### src/rtl/sc_speedtimer.sv
// Shift-period timer: counts upcount strobes and drives T0_OutLow low once the level-dependent limit is reached.
// Optional level progression under SC_SPEEDTIMER_LEVELUP_EN; T0 decodes straight from registers, zero latency.
module sc_speedtimer #(
    parameter int                      COUNT_WIDTH      = 24,
    parameter logic [COUNT_WIDTH-1:0]  BASE_LIMIT       = 24'd200000,
    parameter logic [COUNT_WIDTH-1:0]  LEVEL_STEP       = 24'd20000,
    parameter logic [COUNT_WIDTH-1:0]  MIN_LIMIT        = 24'd40000,
    parameter int                      LEVEL_WIDTH      = 3,
    parameter int                      SHIFTS_PER_LEVEL = 16
) (
    input  logic                   SC_SPEEDTIMER_CLOCK_50,
    input  logic                   SC_SPEEDTIMER_RESET_InLow,
    input  logic                   SC_SPEEDTIMER_clear_InLow,
    input  logic                   SC_SPEEDTIMER_load_InLow,
    input  logic                   SC_SPEEDTIMER_upcount_InLow,
    output logic                   SC_SPEEDTIMER_T0_OutLow,
    output logic [LEVEL_WIDTH-1:0] SC_SPEEDTIMER_level_Out,
    output logic                   SC_SPEEDTIMER_levelUp_OutHigh
);

    localparam int LW = COUNT_WIDTH + LEVEL_WIDTH;

    generate
        if (SHIFTS_PER_LEVEL < 1 || MIN_LIMIT == '0 || MIN_LIMIT > BASE_LIMIT) begin : g_bad_params
            $error("sc_speedtimer: invalid limit or shift parameters");
        end
    endgenerate

    logic [COUNT_WIDTH-1:0] count_q, count_d;
    logic [LEVEL_WIDTH-1:0] level_w;
    logic                   level_up_w;
    logic [LW-1:0]          product;
    logic [COUNT_WIDTH-1:0] limit;

`ifdef SC_SPEEDTIMER_LEVELUP_EN
    localparam int SHIFT_W = (SHIFTS_PER_LEVEL > 1) ? $clog2(SHIFTS_PER_LEVEL) : 1;

    logic [SHIFT_W-1:0]     shifts_q, shifts_d;
    logic [LEVEL_WIDTH-1:0] level_q, level_d;
    logic                   level_up_q, level_up_d;

    assign level_w    = level_q;
    assign level_up_w = level_up_q;
`else
    assign level_w    = '0;
    assign level_up_w = 1'b0;
`endif

    // With progression disabled level_w is zero, so this folds to BASE_LIMIT.
    always_comb begin
        product = {{COUNT_WIDTH{1'b0}}, level_w} * {{LEVEL_WIDTH{1'b0}}, LEVEL_STEP};
        if (product >= {{LEVEL_WIDTH{1'b0}}, BASE_LIMIT - MIN_LIMIT}) begin
            limit = MIN_LIMIT;
        end else begin
            limit = BASE_LIMIT - product[COUNT_WIDTH-1:0];
        end
    end

    always_comb begin
        count_d = count_q;
`ifdef SC_SPEEDTIMER_LEVELUP_EN
        shifts_d   = shifts_q;
        level_d    = level_q;
        level_up_d = 1'b0;
`endif
        if (!SC_SPEEDTIMER_clear_InLow) begin
            count_d = '0;
`ifdef SC_SPEEDTIMER_LEVELUP_EN
            shifts_d = '0;
            level_d  = '0;
`endif
        end else if (!SC_SPEEDTIMER_load_InLow) begin
            count_d = '0;
`ifdef SC_SPEEDTIMER_LEVELUP_EN
            if (shifts_q == SHIFT_W'(SHIFTS_PER_LEVEL - 1)) begin
                shifts_d = '0;
                if (!(&level_q)) begin
                    level_d    = level_q + 1'b1;
                    level_up_d = 1'b1;
                end
            end else begin
                shifts_d = shifts_q + 1'b1;
            end
`endif
        end else if (!SC_SPEEDTIMER_upcount_InLow && (count_q < limit)) begin
            count_d = count_q + 1'b1;
        end
    end

    always_ff @(posedge SC_SPEEDTIMER_CLOCK_50 or negedge SC_SPEEDTIMER_RESET_InLow) begin
        if (!SC_SPEEDTIMER_RESET_InLow) begin
            count_q <= '0;
`ifdef SC_SPEEDTIMER_LEVELUP_EN
            shifts_q   <= '0;
            level_q    <= '0;
            level_up_q <= 1'b0;
`endif
        end else begin
            count_q <= count_d;
`ifdef SC_SPEEDTIMER_LEVELUP_EN
            shifts_q   <= shifts_d;
            level_q    <= level_d;
            level_up_q <= level_up_d;
`endif
        end
    end

    assign SC_SPEEDTIMER_T0_OutLow       = (count_q >= limit) ? 1'b0 : 1'b1;
    assign SC_SPEEDTIMER_level_Out       = level_w;
    assign SC_SPEEDTIMER_levelUp_OutHigh = level_up_w;

endmodule

### config.mk
export PLATFORM = sky130hd
export DESIGN_NAME = sc_speedtimer
export DESIGN_NICKNAME = d
export VERILOG_FILES = /design/src/rtl/sc_speedtimer.sv
export SDC_FILE = /design/constraint.sdc
export NUM_CORES = 1
export LEC_CHECK = 0
export ABC_CLOCK_PERIOD_IN_PS = 1900
export CORE_MARGIN = 2
export CORE_UTILIZATION = 51
export DETAILED_ROUTE_END_ITERATION = 12
export GPL_ROUTABILITY_DRIVEN = 0
export PLACE_DENSITY = 0.74
export SYNTH_ARGS = -nofsm -noshare
export SYNTH_HDL_FRONTEND = slang
export SYNTH_SLANG_ARGS = --single-unit
### constraint.sdc
create_clock -name SC_SPEEDTIMER_CLOCK_50 -period 1.9 [get_ports SC_SPEEDTIMER_CLOCK_50]
set_input_delay 0.38 -clock SC_SPEEDTIMER_CLOCK_50 [delete_from_list [all_inputs] [get_ports SC_SPEEDTIMER_CLOCK_50]]
set_output_delay 0.38 -clock SC_SPEEDTIMER_CLOCK_50 [all_outputs]
set_load 0.02 [all_outputs]
=== Word-level counts from Yosys, hierarchy flattened ===
Index checks and enable logic that the tools add are counted.

* Register bits: 24
* Input bits: 5
* Output and inout bits: 5

* $add $sub $neg: 1
* Order comparisons: 2
* Equal/unequal tests: 1
* Multiplexer cells: 4
* Reductions and logical operators: 2

{| class="wikitable"
|+ Operators with widths
! kind !! number
|-
| $mux 24 || 3
|-
| $add 24x1->24 const B || 1
|-
| $ge 24x18->1 const B || 1
|-
| $lt 24x18->1 const B || 1
|-
| $ne 3x2->1 const B || 1
|-
| $logic_and 1x1->1 || 1
|-
| $logic_not 1->1 || 1
|-
| $mux 1 || 1
|}

=== Logic depth before layout (Yosys ltp) ===
* Depth in word-level cells: 5
* Gate-level depth with buffers: 6
* Gate-level depth less buffers: 5

=== Least setup slack after synthesis ===
Ideal clock, no wire load.

* Path kind: register -> register
* Start: reg count_q[14]
* End: reg count_q[10]
* Setup time: 0.078 ns
* Arrival: 1.827 ns
* Setup slack: -0.005 ns
* Stages on the path, launching flop included: 6
* Buffers on the path: 0
* Clock period less this slack: 1.905 ns
* Path through: dfrtp_1 nor4_4 o211ai_4 a211o_1 or4_1 a21oi_1

* Longest elaborated chain between the ends: 3

{| class="wikitable"
|+ Ends and longest elaborated chain
! what !! RTL line !! source
|-
| start: declaration || 29 || <nowiki>logic [COUNT_WIDTH-1:0] count_q, count_d;</nowiki>
|-
| start signal: assignment || 99 || <nowiki>count_q <= count_d;</nowiki>
|-
| $lt 24x18->1 || 85 || <nowiki>end else if (!SC_SPEEDTIMER_upcount_InLow && (count_q < limit)) begin</nowiki>
|-
| $logic_and 1x1->1 || 85 ||
|-
| $ne 3x2->1 (no line) || -- ||
|}

Every way passes these cells.
A chain may end at the register's enable or synchronous reset.

=== Worst setup path after layout ===
Ends and elaborated chain as after synthesis.

==> results.toml <==
[clocking]
clk_pin_slew_worst_paths_ns = 0.14
root_buffer = "clkbuf_4"
htreeDepth = 1
cts_tree = "built"
cts_made_buffers = 3
clk_latency_ns = 0.32
cts.sinks = 24
clockBufferDepth = 2

[synthesis]
synthCells = 135
ys_seq_area_share_pct = 46.1
syn_area_mm2 = 0.00130
syn_avg_cell_area_um2 = 9.66
ys.flop_type = "dfrtp_1"
synth.distinct_cells = 34
async_flop_share_pct = 100
synth_warnings = 0
synth_edf_count = 0
ys_ff_latch = 24

[grt]
grt_max_degree = 25
grt_pass1_vias = 1016
grt_pass1_wl_um = 4800
grt_overflow_total = 0
antenna_found_initial = 0
grt_usage_pct = 23.1

[worst_hold_path]
hold_path.class = "in2async"

[timing]
finalWorstSetupSlack_ns = -0.149
min_period_over_period_pct = 108
slew_headroom_pct = 63.6
rsz0062_at_grt = "true"
fmax_mhz = 488
period_minus_slack_ns = 2.05
finalSetupViolations = 16
skew_ns = 0.0181
worstMarginPinSlew_ns = 0.544
slew_violations = 0
hold_viol = 0

[floorplanning]
rows = 18
die_x_um = 54.6
pin_count = 10
coreArea_mm2 = 0.00245
die_area_mm2 = 0.00298
initial_core_util_pct = 53.1
dieHeight_um = 54.6

[detailed_routing]
ant_nets = 0
routedWlPerCell_um = 15.4
drc = 0
routed_wl_um = 3030
vias = 1153
dr.pass1.iters = 4
drt-vias-per-instance = 5.85
drt_iter0_markers = 28

[setup_path]
worstPathMaxFanout = 6
regToRegSetupSlack_ns = -0.15
max_stage_delay_ns = 0.51
crit_slowest_cell = "or4_1"
critPathLaunchType = "register"
worstPathArrival_ns = 2.28
endpoint_kind = "register"
crit_family = "simple AND/OR/NAND/NOR gates"
path_buf_inv = 0
path_cells = "nor4_4 > o211ai_4 > a211o_4 > or4_1 > a21oi_1"
cp.required_ns = 2.13
crit_type = "reg2reg"

[layout]
reg_top3 = "count_q (24)"
area_growth_syn_to_layout_pct = 27.7
final_cell_mix = "buf_4, dfrtp_1, nand2_1"
largest_reg_flops = 24
layout_commonest_cell = "buf_4"
num-nets-final = 175
design_area_mm2 = 0.00167
top_register = "count_q"
diodes = 0
fill_cells = 187
layout-drive-gt1-share_pct = 28.7

[power_and_ir_drop]
ir_drop_v = 0.000641
p_leak_nw = 0.795
power.density_mw_per_mm2 = 576

[outcome]
status = "finished with violations"
failed_checks = "negative setup slack"

[placed_design]
placed_cell_area_mm2 = 0.00151
hpwl_um = 2110
port_buffers = 5
pre_cts_ws_ns = -0.210

[flow_run]
drv_cap = 0
==> cell usage after synthesis, drive strengths merged, types with 3 or more instances <==
master	n	share of area (%)
dfrtp	24	46
nand2	17	4.9
nor2	15	4.3
a21oi	9	3.5
and3	9	4.3
buf	6	3.1
a31oi	5	2.4
a41o	5	3.8
xnor2	4	2.7
a2111oi	3	3.0
and2	3	1.4
clkbuf	3	0.86
inv	3	0.86
o21ai	3	1.2
or3	3	1.4
==> layer usage <==
layer,GRT usage [%],routed length (um),up-vias
met5,0,0,-
met4,6.25,34,0
met3,6.56,149,5
met2,36.9,1480,30
met1,30.7,1360,569
li1,-,-,549
==> per-stage QoR <==
stage / setup TNS, ns / total power, mW / utilization [%] / instances / hold WS (ns)
after floorplan: -0.00762 / 0.558 / - / 138 / 0.0844
after global placement: -0.463 / 0.589 / 61.5 / 185 / 0.483
after detailed placement: -1.28 / 0.591 / 61.5 / 185 / 0.489
after CTS: -1.24 / 0.962 / 66.5 / 195 / 0.402
after global routing: -2.76 / 1.00 / 67.8 / 197 / 0.425
final: -1.14 / 0.959 / 67.8 / 197 / 0.391
==> final timing paths <==
| path | start | end | cells past startpoint |
|---|---|---|---|
| min | SC_SPEEDTIMER_RESET_InLow | count_q[20] | 2 |
| min reg2reg | count_q[17] | count_q[17] | 1 |
| max in group asynchronous | SC_SPEEDTIMER_RESET_InLow | count_q[0] | 2 |
| min in group SC_SPEEDTIMER_CLOCK_50 | count_q[17] | count_q[17] | 1 |
| max | count_q[14] | count_q[10] | 5 |
| max reg2reg | count_q[14] | count_q[10] | 5 |
==> power breakdown <==
group | total (mW) | internal (mW) | switching (mW) | leakage (nW)
logic | 0.0761 | 0.0304 | 0.0457 | 0.435
clock network | 0.369 | 0.213 | 0.156 | 0.0279
registers | 0.514 | 0.512 | 0.00176 | 0.332
==> final cells by class <==
class	count	area [um^2]	area share [%]
Tap cell	30	37.5	2.25
Sequential cell	24	603	36.2
Multi-Input combinational cell	102	692	41.5
Clock inverter	1	30.0	1.80
Clock buffer	3	22.5	1.35
Timing Repair Buffer	34	269	16.2
Inverter	3	11.3	0.676
==> kinds of logic (layout without fill, tap and decap cells) <==
logic type      Yosys count  in the layout  synth area share (%)
other cells               1              4                 0.288
simple gates             59             59                  24.0
flops                    24             24                  46.1
fa+ha+maj                 2              2                  1.92
xor+xnor                  4              4                  2.69
buf+inv                  12             41                  4.80
compound gates           33             33                  20.2
==> what timing repair did <==
item	in CTS	in global routing
resized for setup	11	4
hold buffers	0	0
setup endpoints to repair	13	21
pin swaps	12	5
cloned	0	0
buffers inserted	6	2
Note: power is estimated with default switching activity, not from simulation.
